$ cat config.mk
export PLATFORM = sky130hd
export DESIGN_NAME = rr_arbiter_burst_lock
export DESIGN_NICKNAME = d
export VERILOG_FILES = /design/src/rtl/rr_arbiter_pkg.sv /design/src/rtl/rr_arbiter_burst_lock_pick.sv /design/src/rtl/rr_arbiter_burst_lock.sv
export SDC_FILE = /design/constraint.sdc
export NUM_CORES = 1
export LEC_CHECK = 0
export CAP_MARGIN = 20
export CORE_ASPECT_RATIO = 1.5
export CORE_MARGIN = 3
export CORE_UTILIZATION = 35
export CTS_CLUSTER_SIZE = 24
export DETAILED_ROUTE_END_ITERATION = 12
export SYNTH_ARGS = -nofsm -noshare
export SYNTH_HDL_FRONTEND = slang
export SYNTH_HIERARCHICAL = 1
export SYNTH_SLANG_ARGS = --single-unit
$ cat constraint.sdc
create_clock -name clk -period 2.65 [get_ports clk]
set_input_delay 0.53 -clock clk [delete_from_list [all_inputs] [get_ports clk]]
set_output_delay 0.53 -clock clk [all_outputs]
set_load 0.02 [all_outputs]
$ cat src/rtl/rr_arbiter_pkg.sv
// Shared types and helpers for the burst-locking round-robin arbiter.
package rr_arbiter_pkg;

  typedef enum logic {
    IDLE = 1'b0,
    LOCK = 1'b1
  } state_e;

  // Index width that stays at least one bit wide for degenerate sizes.
  function automatic int idx_w(input int n);
    return (n > 1) ? $clog2(n) : 1;
  endfunction

endpackage

$ cat src/rtl/rr_arbiter_burst_lock_pick.sv
// Combinational masked MSB-first pick: prefer requesters below ptr, else plain
// MSB-first over all remaining requesters.
module rr_mask_pick
  import rr_arbiter_pkg::*;
#(
  parameter  int SIZE = 4,
  localparam int IW   = idx_w(SIZE)
) (
  input  logic [SIZE-1:0] req,
  input  logic [IW-1:0]   ptr,
  input  logic [SIZE-1:0] exclude,
  output logic [IW-1:0]   winner,
  output logic            any
);

  logic [SIZE-1:0] cand;
  logic [SIZE-1:0] masked;
  logic [SIZE-1:0] src;

  always_comb begin
    cand   = req & ~exclude;
    masked = '0;
    for (int i = 0; i < SIZE; i++) begin
      masked[i] = cand[i] && (i < int'(ptr));
    end
    src    = (|masked) ? masked : cand;
    winner = '0;
    // Ascending scan so the highest set index is the last one written.
    for (int i = 0; i < SIZE; i++) begin
      if (src[i]) winner = IW'(i);
    end
    any = |cand;
  end

endmodule

$ cat src/rtl/rr_arbiter_burst_lock.sv
// Registered round-robin arbiter with MSB-first tie-break and a burst lock
// held until the grantee's last beat or the beat limit.
module rr_arbiter_burst_lock
  import rr_arbiter_pkg::*;
#(
  parameter  int SIZE      = 4,
  parameter  int MAX_BEATS = 8,
  localparam int IW        = idx_w(SIZE),
  localparam int CW        = $clog2(MAX_BEATS + 1)
) (
  input  logic                    clk,
  input  logic                    rst,
  input  logic [SIZE-1:0]         req,
  input  logic [SIZE-1:0]         req_last,
  input  logic                    out_ready,
  output logic [SIZE-1:0]         gnt,
  output logic [$clog2(SIZE)-1:0] gnt_id,
  output logic                    busy,
  output logic                    fire
);

  state_e          state_q, state_d;
  logic [SIZE-1:0] gnt_q, gnt_d;
  logic [IW-1:0]   gnt_id_q, gnt_id_d;
  logic [IW-1:0]   ptr_q, ptr_d;
  logic [CW-1:0]   beat_q, beat_d;

  logic            release_beat;
  logic [IW-1:0]   pick_ptr;
  logic [SIZE-1:0] pick_excl;
  logic [IW-1:0]   pick_winner;
  logic            pick_any;

  assign busy         = (state_q == LOCK);
  assign fire         = busy & req[gnt_id_q] & out_ready;
  assign release_beat = fire & (req_last[gnt_id_q] | (beat_q == CW'(MAX_BEATS - 1)));

  // On release the picker already sees the new pointer and skips the
  // outgoing grantee, so handover costs no bubble.
  assign pick_ptr  = release_beat ? gnt_id_q : ptr_q;
  assign pick_excl = release_beat ? (SIZE'(1) << gnt_id_q) : '0;

  rr_mask_pick #(.SIZE(SIZE)) u_pick (
    .req     (req),
    .ptr     (pick_ptr),
    .exclude (pick_excl),
    .winner  (pick_winner),
    .any     (pick_any)
  );

  always_comb begin
    state_d  = state_q;
    gnt_d    = gnt_q;
    gnt_id_d = gnt_id_q;
    ptr_d    = ptr_q;
    beat_d   = beat_q;
    unique case (state_q)
      IDLE: begin
        if (pick_any) begin
          state_d  = LOCK;
          gnt_d    = SIZE'(1) << pick_winner;
          gnt_id_d = pick_winner;
          beat_d   = '0;
        end
      end
      LOCK: begin
        if (release_beat) begin
          ptr_d  = gnt_id_q;
          beat_d = '0;
          if (pick_any) begin
            gnt_d    = SIZE'(1) << pick_winner;
            gnt_id_d = pick_winner;
          end else begin
            state_d = IDLE;
            gnt_d   = '0;
          end
        end else if (fire) begin
          beat_d = beat_q + CW'(1);
        end
      end
      default: state_d = IDLE;
    endcase
  end

  always_ff @(posedge clk or posedge rst) begin
    if (rst) begin
      state_q  <= IDLE;
      gnt_q    <= '0;
      gnt_id_q <= '0;
      ptr_q    <= '0;
      beat_q   <= '0;
    end else begin
      state_q  <= state_d;
      gnt_q    <= gnt_d;
      gnt_id_q <= gnt_id_d;
      ptr_q    <= ptr_d;
      beat_q   <= beat_d;
    end
  end

  assign gnt    = gnt_q;
  assign gnt_id = $clog2(SIZE)'(gnt_id_q);

endmodule

==> impl_results.md, run 1 <==
* Run status: complete, no violations
* Iteration-0 DRC Markers at 28
* Seq/Total Area, Yosys at 0.3785
* Origin of the worst setup path: req_last[3]
* Post-synth design cell area at 859.6 µm²
* Antenna violations before repair at 0
* Portion of synthesized cell area occupied by the leading cell type at 0.3785
* Area contributors post-synth: sky130_fd_sc_hd__dfrtp_1 38%, sky130_fd_sc_hd__a21oi_1 4.7%, sky130_fd_sc_hd__a32o_1 4.7%, sky130_fd_sc_hd__a21oi_4 3.8%, sky130_fd_sc_hd__mux2_4 3.5%
* Peak clock frequency supported by timing at 0.3924 GHz
* Sinks on the clock net at 13
* Buffers added on ports at 18
* Crit path launch type: primary input
* Detailed-placement wirelength estimate at 1.690 mm
* Die extent in x at 46.47 µm
* Sum of negative setup slack at 0 ns
* Data arrival at the endpoint of the critical path at 2.71 ns
* Overall overflow remaining after global route at 0
* First-pass GRT wire length at 3.677 mm
* Number of enable-type register cells in the synthesized netlist at 0
* Maximum root-to-sink buffer count at 2
* Clock-pin slew reported for the worst setup and hold paths after clock tree synthesis at 0.07 ns
* Hold_ws at 0.4955 ns
* Post-layout utilization of the core at 0.5835
* Most repeated cell in the gate-level netlist after synthesis: sky130_fd_sc_hd__dfrtp_1
* Final count of hold timing violations at 0
* I/O pin cnt at 19
* Final setup violation count at 0
* WL/cell at 14.29 µm
* IR drop worst, VDD at 0.0005913 V
* Crit share post-route at 0.9616
* Worst hold-check path type: reg2reg
* # diodes at 0
* Vias in the first global route at 847
* Worst-path maximum fanout at 6
* Share of post-route cells with drive strength above 1 at 0.3806
* Effective utilization at floorplan at 0.3760
* Syn Inst Count at 87
* Leading register cell type out of synthesis: sky130_fd_sc_hd__dfrtp_1
* Nets at 147
* Slew Viols, Final at 0
* Cells after DPL at 143
* Number of maximum-capacitance violations at 0
* Clock tree skew after final layout at 0.006998 ns
* Via count of the routed design at 873
* Critical Setup Path Class: in2reg
* Buffer cell driving the clock tree root: sky130_fd_sc_hd__clkbuf_4
* Die boundary height at 66.70 µm
* Tightest slew margin relative to the limit at 0.6491
* Least-Margin Pin Slew at 0.5257 ns
* Post-synth top cells: 13 x sky130_fd_sc_hd__dfrtp_1, 8 x sky130_fd_sc_hd__a21oi_1, 8 x sky130_fd_sc_hd__nand2_1, 7 x sky130_fd_sc_hd__inv_1, 7 x sky130_fd_sc_hd__nor2_1
* Async SR Flop Fraction at 1.000
* DR pass1 iterations at 4
* Fin cells at 157
* Static leakage at 0.6343 nW
* Req. time, crit path at 2.81 ns
* Final GP Congestion at 0.8298
* CP Capture Type: register
* Total wire length at 2.244 mm
* Syn Nets at 99
* Num rows at 21
* Number of storage elements in the synthesis netlist at 13
* Antenna Nets Post-Route at 0
* Total power per unit cell area at 984.4 mW/mm²
* Layout overhead on the synthesized area at 55.17%
* Worst r2r src: gnt_id[0]
* Synth warn at 6
* Global routing usage summed across all routing layers at 0.1629
* Final critical path time including I/O delays and setup at 2.548 ns
* H-tree depth at 1
* Number of buffers created by CTS at 3
* Via density at 5.561
* Count of cell types in the netlist at 33
* CTS tree: built
* Insertion delay of the later-clocked pin in the worst-skew pair at 0.27 ns
* Hold-fix buffers at CTS at 0
* Top cell type by total area after synthesis: sky130_fd_sc_hd__dfrtp_1
* Launch instance of the worst min-delay path: gnt[2]
* Avg Cell Area, Syn at 9.880 µm²
* DRC Markers at 0
* Core area at 0.002286 mm²
* Maximum number of pins on one net before global-route repair at 14
* Die Area at 0.003099 mm²
[path summary, 6_finish.rpt]
path | endpoint | slack [ns] | cells past startpoint
min reg2reg | gnt[2] | 0.50 | 1
max reg2reg | gnt_id[1] | 0.12 | 9
min | gnt[2] | 0.50 | 1
min in group asynchronous | beat_q[0] | 0.58 | 2
max | gnt_id[1] | 0.10 | 10
max in group asynchronous | gnt_id[0] | 1.69 | 2
[final cells by class]
cell class	instances	area (µm²)
Multi-Input combinational cell	65	536.8
Sequential cell	13	326.6
Inverter	7	28.78
Tap cell	23	28.78
Clock buffer	4	26.28
Timing Repair Buffer	45	386.6
Fill cell	210	952.2
[power breakdown]
group | internal, mW | switching, mW
clock | 0.0583 | 0.0636
sequential | 0.282 | 0.0704
combinational | 0.461 | 0.378
total | 0.801 | 0.512
[state kept, by name (all words and copies together), names as in the netlist]
register / count
beat_q: 4
busy: 1
gnt: 4
gnt_id: 2
ptr_q: 2
[critical path: stages]
cell and delay (ns):
sky130_fd_sc_hd__dlygate4sd2_1 0.24, sky130_fd_sc_hd__mux4_2 0.52, sky130_fd_sc_hd__o2111a_2 0.33, sky130_fd_sc_hd__nand2_1 0.12, sky130_fd_sc_hd__nor2_1 0.06, sky130_fd_sc_hd__nor2b_2 0.17, sky130_fd_sc_hd__or4_4 0.18, sky130_fd_sc_hd__inv_4 0.04
sky130_fd_sc_hd__a21oi_4 0.20, sky130_fd_sc_hd__mux2_4 0.32
[kinds of logic after synthesis]
group	synth area share
flops	0.3785
compound gates	0.2562
fa+ha+maj	0.01455
simple gates	0.2111
buf+inv	0.04804
mux	0.09171
[metrics by stage]
step	instance area [µm²]	worst slack (ns)	power (mW)
floorplan	873.3	0.02066	0.7833
global placement	1195	-0.3869	1.084
detailed placement	1195	-0.3956	1.088
CTS	1251	0.06232	1.231
global route	1334	-0.0002229	1.416
finish	1334	0.1017	1.313
[placed cells by master (no fill, tap or decap), types with 2 or more instances in the layout]
cell and instances:
sky130_fd_sc_hd__a32o_1 4, sky130_fd_sc_hd__mux2_4 2, sky130_fd_sc_hd__dfrtp_1 12, sky130_fd_sc_hd__o21ai_0 3
sky130_fd_sc_hd__buf_4 26, sky130_fd_sc_hd__a21oi_4 2, sky130_fd_sc_hd__inv_1 6, sky130_fd_sc_hd__nand3b_1 2
sky130_fd_sc_hd__dlygate4sd2_1 9, sky130_fd_sc_hd__a21oi_1 8, sky130_fd_sc_hd__nand2_1 7, sky130_fd_sc_hd__nand3_1 2
sky130_fd_sc_hd__nor2_1 6, sky130_fd_sc_hd__mux4_2 2, sky130_fd_sc_hd__clkdlybuf4s50_1 8, sky130_fd_sc_hd__clkbuf_4 3
sky130_fd_sc_hd__nor2b_2 2
[layer usage]
metal  vias to the layer above  share of wire  GRT usage
met3                         6          0.033    0.02703
met1                       423           0.43     0.2013
met2                        21           0.51     0.2586
li1                        423              -          -
met4                         0          0.029    0.08897
met5                         -              0          0
[what timing repair did]
action / 4_1_cts / 5_1_grt
pin swaps: 3 / 1
gates resized for setup: 16 / 4
setup endpoints to repair: 7 / 9
buffers inserted: 1 / 9
(Power assumes the default switching activity.)
==> run 2: changes to the inputs <==
--- a/config.mk
+++ b/config.mk
@@ -7,7 +7,7 @@
 export LEC_CHECK = 0
 export CAP_MARGIN = 20
 export CORE_ASPECT_RATIO = 1.5
-export CORE_MARGIN = 3
+export CORE_MARGIN = 5
 export CORE_UTILIZATION = 35
 export CTS_CLUSTER_SIZE = 24
 export DETAILED_ROUTE_END_ITERATION = 12
==> run 2 against run 1 <==
- first-iteration DRC count is 39% lower
- fmax shrank 0.67%
- die area grew 15%
- largest power group unchanged
==> impl_results.md, run 2 (synthesized netlist as in run 1, its figures left out) <==
* Nets at 145
* Static leakage at 0.6091 nW
* Clk network pwr share at 0.094
* Overall overflow remaining after global route at 0
* Commonest non-fill, non-tap cell in the layout: sky130_fd_sc_hd__buf_4
* Via count of the routed design at 854
* Final count of hold timing violations at 0
* Global routing usage summed across all routing layers at 0.1382
* Antenna violations before repair at 0
* Crit path launch type: register
* Cell with the largest stage delay on the worst path: sky130_fd_sc_hd__or4_4
* Antenna Nets Post-Route at 0
* Num rows at 22
* Relative contribution of combinational cells to total power at 0.636
* Slew Viols, Final at 0
* Buffer cell driving the clock tree root: sky130_fd_sc_hd__clkbuf_4
* Maximum root-to-sink buffer count at 2
* Iteration-0 DRC Markers at 17
* Via density at 5.474
* Critical Setup Path Class: reg2reg
* Die extent in x at 50.47 µm
* Run status: complete, no violations
* Vias in the first global route at 883
* Number of buffers created by CTS at 3
* Chain of cells forming the critical path: mux4_2 -> o2111a_2 -> nand2_2 -> nor2_4 -> nor2b_2 -> or4_4 -> inv_4 -> a21oi_4 -> mux2_4
* Share of post-route cells with drive strength above 1 at 0.4015
* Post-route standard cell area excluding fillers at 0.001320 mm²
* Least-Margin Pin Slew at 0.5189 ns
* Final Power at 1.301 mW
* Sinks on the clock net at 13
* Peak clock frequency supported by timing at 0.3898 GHz
* Crit share post-route at 0.9681
* Switching Fraction at 0.3988
* Insertion delay of the later-clocked pin in the worst-skew pair at 0.28 ns
* Data arrival at the endpoint of the critical path at 2.73 ns
* I/O pin cnt at 19
* IR drop worst, VDD at 0.0005731 V
* Core area at 0.002395 mm²
* CTS tree: built
* Req. time, crit path at 2.81 ns
* Largest stage delay on the critical path at 0.55 ns
* Die Area at 0.003568 mm²
* Number of maximum-capacitance violations at 0
* Hold-fix buffers at CTS at 0
* Largest delay contributor family on the critical path: simple AND/OR/NAND/NOR gates
* Final setup violation count at 0
* Effective utilization at floorplan at 0.3589
* Fin cells at 156
* Net switching power figure at 519.0 µW
* CP Capture Type: register
* Part of the power in registers at 0.270
* Clock-pin slew reported for the worst setup and hold paths after clock tree synthesis at 0.07 ns
* Worst hold-check path type: reg2reg
* DRC Markers at 0
* Final GP Congestion at 0.8824
* Clock tree skew after final layout at 0.007812 ns
* WL/cell at 14.74 µm
* Cells after DPL at 147
* Maximum number of pins on one net before global-route repair at 14
* First-pass GRT wire length at 3.926 mm
* DR pass1 iterations at 4
* Commonest non-fill, non-tap cells in the layout: 24 x sky130_fd_sc_hd__buf_4, 12 x sky130_fd_sc_hd__dfrtp_1, 9 x sky130_fd_sc_hd__clkdlybuf4s50_1, 9 x sky130_fd_sc_hd__dlygate4sd2_1, 8 x sky130_fd_sc_hd__a21oi_1
* Cell-internal power at 782.3 µW
* Total power per unit cell area at 985.8 mW/mm²
* Buffers added on ports at 18
* WP buf/inv at 1
* Layout overhead on the synthesized area at 53.57%
* Number of filler cells placed in the layout at 241
* # diodes at 0
* Detailed-placement wirelength estimate at 1.787 mm
* Tightest slew margin relative to the limit at 0.6537
* Worst-path maximum fanout at 6
* Die boundary height at 70.70 µm
* Post-detailed-placement cell area at 0.001219 mm²
* H-tree depth at 1
* Total wire length at 2.299 mm
* Final critical path time including I/O delays and setup at 2.565 ns
run 2: per-stage QoR:
step | setup WS (ns) | hold WS [ns] | utilization | setup TNS, ns
2_1_floorplan | 0.02066 | 0.4069 | - | 0
3_3_place_gp | -0.4616 | 0.4852 | 0.5089 | -4.602
3_5_place_dp | -0.4532 | 0.4864 | 0.5089 | -4.437
4_1_cts | 0.06256 | 0.5090 | 0.5381 | 0
5_1_grt | -0.02027 | 0.5316 | 0.5512 | -0.05837
6_report | 0.08459 | 0.5033 | 0.5512 | 0
run 2: power groups by stage:
stage / sequential (mW) / clock (mW) / combinational (mW)
6_report: 0.351 / 0.123 / 0.827
4_1_cts: 0.357 / 0.131 / 0.787
3_3_place_gp: 0.356 / 0 / 0.747
3_5_place_dp: 0.356 / 0 / 0.751
5_1_grt: 0.366 / 0.142 / 0.899
2_1_floorplan: 0.391 / 0 / 0.392
run 2: repair_timing:
action / in CTS / in global routing
buffers inserted: 2 / 3
resized for setup: 21 / 3
endpoints found under the hold margin: 0 / 0
pin swaps: 9 / 2
endpoints found under the setup margin: 11 / 8
run 2: final cells by class:
class / instances / area [µm²] / share of cell area
multi-input combinational: 65 / 548.0 / 0.4152
sequential: 13 / 326.6 / 0.2474
timing repair buffer: 43 / 360.3 / 0.2730
inverter: 7 / 28.78 / 0.02180
clock buffer: 4 / 26.28 / 0.01991
tap: 24 / 30.03 / 0.02275
run 2: path summary, 6_finish.rpt:
path,from,endpoint,cells past startpoint,slack (ns)
min in group asynchronous,rst,beat_q[1],2,0.58
max reg2reg,gnt_id[0],gnt_id[1],9,0.08
max in group asynchronous,rst,gnt_id[0],2,1.69
max,gnt_id[0],gnt_id[1],9,0.08
min,gnt[0],gnt[0],1,0.50
min reg2reg,gnt[0],gnt[0],1,0.50
run 2: routing by layer:
metal,up-vias,wire (µm),global-route usage
met2,18,1265,0.2320
met1,412,944,0.1706
met4,0,16,0.03409
li1,422,-,-
met5,-,0,0
met3,2,73,0.04000
==> run 3: changes to the inputs <==
--- a/config.mk
+++ b/config.mk
@@ -7,7 +7,7 @@
 export LEC_CHECK = 0
 export CAP_MARGIN = 20
 export CORE_ASPECT_RATIO = 1.5
-export CORE_MARGIN = 5
+export CORE_MARGIN = 4
 export CORE_UTILIZATION = 35
 export CTS_CLUSTER_SIZE = 24
 export DETAILED_ROUTE_END_ITERATION = 12
==> run 3 against run 2 <==
- total power is 6.9% higher
- flip-flop and latch count unchanged
- via count is 9.5% higher
==> impl_results.md, run 3 (synthesized netlist as in run 1, its figures left out) <==
* Launch instance of the worst min-delay path: gnt[1]
* WP buf/inv at 2
* Total power per unit cell area at 993.8 mW/mm²
* Final critical path time including I/O delays and setup at 2.627 ns
* Number of maximum-capacitance violations at 0
* Peak clock frequency supported by timing at 0.3807 GHz
* Iteration-0 DRC Markers at 18
* Overall overflow remaining after global route at 0
* Layout overhead on the synthesized area at 62.88%
* Data arrival at the endpoint of the critical path at 2.83 ns
* Crit share post-route at 0.9913
* Destination of the worst hold path: gnt[1]
* Chain of cells forming the critical path: mux4_2 -> buf_4 -> o211ai_4 -> nor4_2 -> nor2b_1 -> or4_4 -> buf_4 -> a21oi_4 -> a32o_1
* Worst r2r src: gnt_id[0]
* Reg2reg path depth at 9
* Die Area at 0.003329 mm²
* Commonest non-fill, non-tap cell in the layout: sky130_fd_sc_hd__buf_4
* Critical Path Most Common Cell: sky130_fd_sc_hd__buf_4
* Number of filler cells placed in the layout at 212
* Critical Setup Path Class: reg2reg
* Total wire length at 2.471 mm
* Tightest slew margin relative to the limit at 0.6456
* Post-detailed-placement cell area at 0.001217 mm²
* Die extent in x at 48.47 µm
* Vias in the first global route at 935
* Clock tree skew after final layout at 0.01517 ns
* End of the worst register-to-register path: gnt[0]
* Antenna violations before repair at 0
* Die boundary height at 68.70 µm
* Antenna Nets Post-Route at 0
* Post-route standard cell area excluding fillers at 0.001400 mm²
* CTS tree: built
* Effective utilization at floorplan at 0.3760
* I/O pin cnt at 19
* Worst hold-check path type: reg2reg
* Buffers added on ports at 18
* Buffer cell driving the clock tree root: sky130_fd_sc_hd__clkbuf_4
* DRC Markers at 0
* Maximum root-to-sink buffer count at 2
* DR pass1 iterations at 4
* Slew Viols, Final at 0
* Worst reg-to-reg setup slack at 0.02 ns
* Run status: complete, no violations
* Hold-fix buffers at CTS at 0
* Area taken by flip-flops and latches at 327.8 µm²
* Static leakage at 0.6660 nW
* Share of post-route cells with drive strength above 1 at 0.4476
* Final GP Congestion at 0.8041
* Cell count of the worst hold path at 1
* IR drop worst, VDD at 0.0005733 V
* CP Capture Type: register
* H-tree depth at 1
* Post-layout utilization of the core at 0.6125
* Num rows at 21
* Crit path launch type: register
* # diodes at 0
* Largest delay contributor family on the critical path: simple AND/OR/NAND/NOR gates
* Global routing usage summed across all routing layers at 0.1561
* Clock-pin slew reported for the worst setup and hold paths after clock tree synthesis at 0.09 ns
* Least-Margin Pin Slew at 0.5310 ns
* Maximum number of pins on one net before global-route repair at 14
* Number of buffers created by CTS at 3
* Final setup violation count at 0
* Sinks on the clock net at 13
* Insertion delay of the later-clocked pin in the worst-skew pair at 0.28 ns
* Multi-input gate area in the final layout at 549.3 µm²
* Nets at 156
* Cell with the largest stage delay on the worst path: sky130_fd_sc_hd__or4_4
* Req. time, crit path at 2.86 ns
* First-pass GRT wire length at 4.153 mm
* Largest stage delay on the critical path at 0.59 ns
* Core area at 0.002286 mm²
* Detailed-placement wirelength estimate at 1.751 mm
* Worst-path maximum fanout at 4
* WL/cell at 14.89 µm
* Via count of the routed design at 935
* Via density at 5.633
* Final count of hold timing violations at 0
* Commonest non-fill, non-tap cells in the layout: 36 x sky130_fd_sc_hd__buf_4, 11 x sky130_fd_sc_hd__dfrtp_1, 9 x sky130_fd_sc_hd__clkdlybuf4s50_1, 9 x sky130_fd_sc_hd__dlygate4sd2_1, 8 x sky130_fd_sc_hd__a21oi_1
## run 3: changes by cell type in the layout (fill, tap and decap cells not counted)
cell,previous run,this run
sky130_fd_sc_hd__buf_6,1,0
sky130_fd_sc_hd__nand2_2,2,1
sky130_fd_sc_hd__dfrtp_2,1,2
sky130_fd_sc_hd__buf_4,24,36
sky130_fd_sc_hd__dfrtp_1,12,11
sky130_fd_sc_hd__nand2_4,0,1
sky130_fd_sc_hd__o21ai_2,2,1
sky130_fd_sc_hd__o21ai_1,0,1
## run 3: what timing repair did
item / in CTS / in global routing
setup endpoints to repair: 7 / 8
setup buffers: 4 / 12
pin swaps: 6 / 3
cloned: 0 / 0
gates resized for setup: 21 / 3
hold endpoints to repair: 0 / 0
## run 3: metal layers
metal,wire (µm),GRT usage,share of wire
met3,71,0.02366,0.029
met4,29,0.05051,0.012
met5,0,0,0
met2,1364,0.3007,0.55
met1,1006,0.1747,0.41
## run 3: layout make-up
class	count	area share
Clock buffer	4	0.01877
Inverter	7	0.02055
Multi-Input combinational cell	65	0.3923
Tap cell	23	0.02055
Timing Repair Buffer	54	0.3137
Sequential cell	13	0.2341
## run 3: worst max path at each step
stage | startpoint | to | slack [ns] | cells after the start
finish | gnt_id[0] | gnt[0] | 0.02 | 9
global route | gnt_id[0] | gnt_id[1] | -0.02 | 10
CTS | gnt_id[0] | gnt[0] | 0.02 | 10
detailed placement | req_last[2] | gnt_id[0] | -0.42 | 10
global placement | req_last[3] | gnt_id[0] | -0.37 | 10
floorplan | gnt_id[0] | gnt_id[0] | 0.02 | 9
## run 3: through the flow
step | hold slack, ns | setup WS (ns) | instances | TNS (ns) | total power, mW
2_1_floorplan | 0.4069 | 0.02066 | 87 | 0 | 0.7833
6_report | 0.4987 | 0.02302 | 166 | 0 | 1.391
5_1_grt | 0.5323 | -0.02229 | 166 | -0.05775 | 1.508
4_1_cts | 0.5055 | 0.01614 | 154 | 0 | 1.272
3_5_place_dp | 0.4882 | -0.4214 | 146 | -3.488 | 1.101
3_3_place_gp | 0.4843 | -0.3750 | 146 | -3.242 | 1.090
## run 3: power breakdown
group | leakage (nW) | internal, mW | switching (mW)
Clock | 0.0150 | 0.0583 | 0.0671
Combinational | 0.492 | 0.503 | 0.401
Sequential | 0.159 | 0.283 | 0.0788
## run 3: worst register-to-register path, cell delays in order, from the launching register on
cell and delay, ns:
sky130_fd_sc_hd__dfrtp_2 0.45, sky130_fd_sc_hd__mux4_2 0.39, sky130_fd_sc_hd__buf_4 0.13, sky130_fd_sc_hd__o211ai_4 0.09, sky130_fd_sc_hd__nor4_2 0.26, sky130_fd_sc_hd__nor2b_1 0.12, sky130_fd_sc_hd__or4_4 0.59, sky130_fd_sc_hd__buf_4 0.17
sky130_fd_sc_hd__a21oi_4 0.20, sky130_fd_sc_hd__a32o_1 0.15
